## src/rtl/alu_pkg.sv

```systemverilog
// Shared definitions for the iterative ALU driver: op codes, legality check, FSM encoding.
package alu_pkg;

   localparam logic [2:0] ALU_ADD = 3'b000;
   localparam logic [2:0] ALU_SUB = 3'b001;
   localparam logic [2:0] ALU_AND = 3'b010;
   localparam logic [2:0] ALU_OR  = 3'b011;
   localparam logic [2:0] ALU_SRL = 3'b100;
   localparam logic [2:0] ALU_SRA = 3'b101;

   typedef enum logic [1:0] {
      IDLE = 2'd0,
      RUN  = 2'd1,
      DONE = 2'd2
   } state_t;

   // Codes 110 and 111 have no ALU function behind them.
   function automatic logic is_legal_op(input logic [2:0] op);
      logic legal;
      case (op)
         ALU_ADD, ALU_SUB, ALU_AND, ALU_OR, ALU_SRL, ALU_SRA: legal = 1'b1;
         default:                                             legal = 1'b0;
      endcase
      return legal;
   endfunction

endpackage

```

## src/rtl/alu_iter_driver.sv

```systemverilog
// Sequential front-end for the combinational ALU: applies acc = acc op B a given
// number of times and returns the final accumulator over a valid/ready response.
module alu_iter_driver
   import alu_pkg::*;
#(
   parameter int CNT_W = 8
) (
   input  logic             clk,
   input  logic             rst_n,
   input  logic             req_valid,
   output logic             req_ready,
   input  logic [31:0]      req_a,
   input  logic [31:0]      req_b,
   input  logic [2:0]       req_op,
   input  logic [CNT_W-1:0] req_cnt,
   output logic [31:0]      alu_a,
   output logic [31:0]      alu_b,
   output logic [2:0]       alu_op,
   input  logic [31:0]      alu_c,
   output logic             rsp_valid,
   input  logic             rsp_ready,
   output logic [31:0]      rsp_data,
   output logic             rsp_err
);

   localparam logic [CNT_W-1:0] REM_ONE = CNT_W'(1);

   state_t           state_r;
   state_t           state_nxt_s;
   logic [31:0]      acc_r;
   logic [31:0]      b_r;
   logic [2:0]       op_r;
   logic [CNT_W-1:0] rem_r;
   logic [31:0]      rsp_data_r;
   logic             rsp_err_r;
   logic             accept_s;
   logic             legal_s;

   assign accept_s = req_valid && (state_r == IDLE);
   assign legal_s  = is_legal_op(req_op);
   assign rsp_data = rsp_data_r;
   assign rsp_err  = rsp_err_r;

   // State register.
   always_ff @(posedge clk or negedge rst_n) begin
      if (!rst_n) begin
         state_r <= IDLE;
      end else begin
         state_r <= state_nxt_s;
      end
   end

   // Next-state decision; illegal ops and zero counts skip RUN entirely.
   always_comb begin
      state_nxt_s = state_r;
      case (state_r)
         IDLE: begin
            if (accept_s) begin
               if (!legal_s || (req_cnt == '0)) begin
                  state_nxt_s = DONE;
               end else begin
                  state_nxt_s = RUN;
               end
            end else begin
               state_nxt_s = IDLE;
            end
         end
         RUN: begin
            if (rem_r == REM_ONE) begin
               state_nxt_s = DONE;
            end else begin
               state_nxt_s = RUN;
            end
         end
         DONE: begin
            if (rsp_ready) begin
               state_nxt_s = IDLE;
            end else begin
               state_nxt_s = DONE;
            end
         end
         default: state_nxt_s = IDLE;
      endcase
   end

   // Handshake flags and ALU drive; the ALU inputs stay at zero outside RUN.
   always_comb begin
      req_ready = 1'b0;
      rsp_valid = 1'b0;
      alu_a     = 32'h0000_0000;
      alu_b     = 32'h0000_0000;
      alu_op    = 3'b000;
      case (state_r)
         IDLE: req_ready = 1'b1;
         RUN: begin
            alu_a  = acc_r;
            alu_b  = b_r;
            alu_op = op_r;
         end
         DONE:    rsp_valid = 1'b1;
         default: req_ready = 1'b0;
      endcase
   end

   // Command latch, accumulator/counter update and response capture.
   always_ff @(posedge clk or negedge rst_n) begin
      if (!rst_n) begin
         acc_r      <= 32'h0000_0000;
         b_r        <= 32'h0000_0000;
         op_r       <= 3'b000;
         rem_r      <= '0;
         rsp_data_r <= 32'h0000_0000;
         rsp_err_r  <= 1'b0;
      end else if (accept_s) begin
         acc_r      <= req_a;
         b_r        <= req_b;
         op_r       <= req_op;
         rem_r      <= req_cnt;
         rsp_err_r  <= !legal_s;
         rsp_data_r <= (legal_s && (req_cnt == '0)) ? req_a : 32'h0000_0000;
      end else if (state_r == RUN) begin
         acc_r <= alu_c;
         rem_r <= rem_r - REM_ONE;
         if (rem_r == REM_ONE) begin
            rsp_data_r <= alu_c;
         end else begin
            rsp_data_r <= rsp_data_r;
         end
      end else begin
         acc_r <= acc_r;
      end
   end

endmodule

```

## config.mk

```make
export PLATFORM = sky130hd
export DESIGN_NAME = alu_iter_driver
export DESIGN_NICKNAME = d
export VERILOG_FILES = /design/src/rtl/alu_pkg.sv /design/src/rtl/alu_iter_driver.sv
export SDC_FILE = /design/constraint.sdc
export NUM_CORES = 1
export LEC_CHECK = 0
export ABC_CLOCK_PERIOD_IN_PS = 4000
export BUFFER_PORTS_ARGS = -buffer_cell sky130_fd_sc_hd__buf_2
export CORE_MARGIN = 5
export CORE_UTILIZATION = 53
export CTS_CLUSTER_SIZE = 12
export DETAILED_ROUTE_END_ITERATION = 12
export PLACE_DENSITY = 0.93
export SLEW_MARGIN = 5
export SYNTH_ARGS = -nofsm -noshare
export SYNTH_HDL_FRONTEND = slang
export SYNTH_SLANG_ARGS = --single-unit
```

## constraint.sdc

```tcl
create_clock -name clk -period 4 [get_ports clk]
set_input_delay 0 -clock clk [delete_from_list [all_inputs] [get_ports clk]]
set_output_delay 0 -clock clk [all_outputs]
set_load 0.01 [all_outputs]
```

==> metrics.txt <==
status finished clean; TNS Setup 0 ns; R2R Setup Slk 0.94 ns; worst slew pin tran a little under 1 ns; Nets 1,051; Fillers around 600; placeable core area 10,300 um^2; r2r startpoint state_r[1]; first-pass GRT wire length roughly 31,000 um; vias per cell 5.42; Std-Cell Rows 37; Final Hold Vio Count 0; Synth cell types 38; Initial Utilization roughly 54%; commonest non-fill, non-tap cells in the layout 211 x buf_2, 210 x nand2_1, 142 x dlygate4sd3_1; Yosys warning count 0; Iteration-0 DRC Markers 510; Cell Area, Synth ~5500 um^2; Root Driver clkbuf_8; crit path capture type flop; clk_skew between 0.015 and 0.02 ns; Synth Net Count 724; # IOs around 210; initial antenna violation count 3; WL per Instance 17.7 um; GPL Wtd Cong 0.877; H-tree Lvls 3; max-slew violations 0; Setup crit start state_r[1]; setup violators final 0; commonest non-fill, non-tap cell in the layout buf_2; clock-pin slew on the worst setup and hold paths between 0.1 and 0.15 ns; Setup CP Type flop to flop; CTS buffer count 9; Critical Path AT 3.34 ns; min Tclk post-route ~3 ns; Synth Flop Type dfrtp_1; Hold Path Class primary input to asynchronous set/reset pin; maximum fanout along the worst path 73; R2R depth 5; WP data required 4.29 ns; Max-slew headroom between 30% and 40%; gr usage total 30.0%; synthesized instance count 611; Post-synth EDFFs 0; Achievable Freq approximately 330 MHz; DR pass1 iterations 5; Avg Cell Area, Syn 9.06 um^2; fin crit share 76.4%; later-pin clock latency in the skew report 0.37 ns; CP endpoint rsp_data[22]; routed wire length between 15,000 and 20,000 um; worst vdd ir 0.486 mV; vias after detailed routing 5,877; Syn-to-layout area delta 48.9%; Leakage 4.14 nW; post-synthesis sequential area ratio 49.7%; Antenna Nets Post-Route 0; Synth Register Bits 110; share of cells above drive strength 1 between 30 and 40%; Die Y-Extent 112 um; startpoint types flop; WHS 0.279 ns; count of maximum capacitance violations 0; RSZ-0062 raised after global routing false; DR DRC count 0; input/output buffers 212; FF-to-FF End rsp_data[22]; Max Buffers Root-to-Sink 2; GRT overflow 0; Die ar. 12,600 um^2; Detailed Place HPWL ~10,000 um; CTS tree done; die extent in x 112 um; P per Cell Area 693 nW/um^2; vias in the first global route 6,218; Post-synth ARST share between 90% and 100%; largest net degree at the start of global routing 74; TritonCTS Sinks 110; Post-CTS Resized 0
==> power breakdown <==
group / switching [W] / total [W] / leakage, nW / internal, W
clock network: 0.000418 / 0.000662 / 0.0985 / 0.000243
logic: 0.00172 / 0.00311 / 2.69 / 0.00139
registers: 0.000316 / 0.00195 / 1.35 / 0.00163
==> cells in the mapped netlist, types with 2 or more instances <==
master | count | area share, %
nor3_1 | 3 | 0.27
buf_2 | 5 | 0.45
a221o_1 | 3 | 0.54
buf_6 | 5 | 1.0
nand3_1 | 2 | 0.18
a32oi_1 | 2 | 0.32
nor2b_1 | 3 | 0.34
and2_1 | 68 | 7.7
nor2_1 | 40 | 2.7
dfrtp_1 | 110 | 50
buf_4 | 2 | 0.27
nor3b_1 | 2 | 0.27
a21oi_1 | 2 | 0.18
ha_1 | 2 | 0.45
inv_1 | 2 | 0.14
or4_4 | 2 | 0.41
a22oi_2 | 30 | 6.8
a31oi_1 | 33 | 3.7
o311ai_1 | 2 | 0.32
a22oi_1 | 2 | 0.27
a21o_1 | 2 | 0.27
nand2_1 | 210 | 14
o21ai_1 | 4 | 0.36
clkbuf_1 | 32 | 2.2
o21ai_2 | 30 | 4.7
==> registers in the layout, summed over array words and instances (netlist names) <==
register,count
acc_r,32
rem_r,8
rsp_err,1
rsp_data,32
op_r,3
b_r,32
state_r,2
==> metal layers <==
layer | part of all wire (%) | wire [um] | global-route usage, %
met5 | 0 | 0 | 0
met4 | 4.6 | 879 | 14.5
met3 | 7.7 | 1470 | 6.74
met2 | 51 | 9770 | 52.7
met1 | 37 | 7050 | 34.7
==> cell families (layout without fill, tap and decap cells) <==
logic type / Yosys count / after routing / synth area share [%]
AND/OR/NAND/NOR: 336 / 336 / 27.3
other: 0 / 5 / 0
multiplexers: 1 / 1 / 0.181
buffers and inverters: 47 / 379 / 4.11
adder cells (fa/ha/maj): 2 / 2 / 0.452
AO/OA/AOI/OAI: 115 / 115 / 18.3
flip-flops: 110 / 110 / 49.7
==> worst max-delay path: stages (launching register included) <==
cell and delay, ns:
dfrtp_1 0.51, or3b_4 0.78, buf_4 0.77, a22oi_2 0.17, dlygate4sd3_1 0.61, o21ai_2 0.11
==> worst min path at each step <==
| stage | depth (start not counted) | start | end |
|---|---|---|---|
| floorplan | 0 | rst_n | acc_r[0] |
| global placement | 1 | rst_n | acc_r[9] |
| detailed placement | 1 | rst_n | b_r[19] |
| CTS | 2 | rst_n | b_r[19] |
| global route | 4 | req_b[4] | b_r[4] |
| finish | 2 | rst_n | b_r[19] |
==> timing repair <==
action | CTS | global route
buffers inserted | 0 | 0
hold endpoints to repair | 181 | 0
hold buffers | 142 | 0
==> final cells by class <==
type                            instances  area [um^2]  share of cell area [%]
Sequential cell                       110         2750                    33.4
Multi-Input combinational cell        454         2580                    31.3
Timing Repair Buffer                  361         2540                    30.8
Tap cell                              136          170                    2.06
Clock buffer                            9          124                    1.50
Clock inverter                          7         62.6                   0.759
Antenna cell                            5         12.5                   0.152
Inverter                                2         7.51                  0.0910
==> per-stage QoR <==
step	instances	setup slack (ns)	instance area, um^2	utilization (%)	power, W
after global placement	921	1.63	6630	64.5	0.00452
after global routing	1082	0.766	8240	80.2	0.00613
after floorplan	611	2.34	5540	-	0.00363
final	1084	0.943	8250	80.2	0.00572
after detailed placement	921	1.60	6630	64.5	0.00461
after CTS	1079	1.04	8230	80.1	0.00557
No activity file was read; power rests on OpenSTA's default activity.
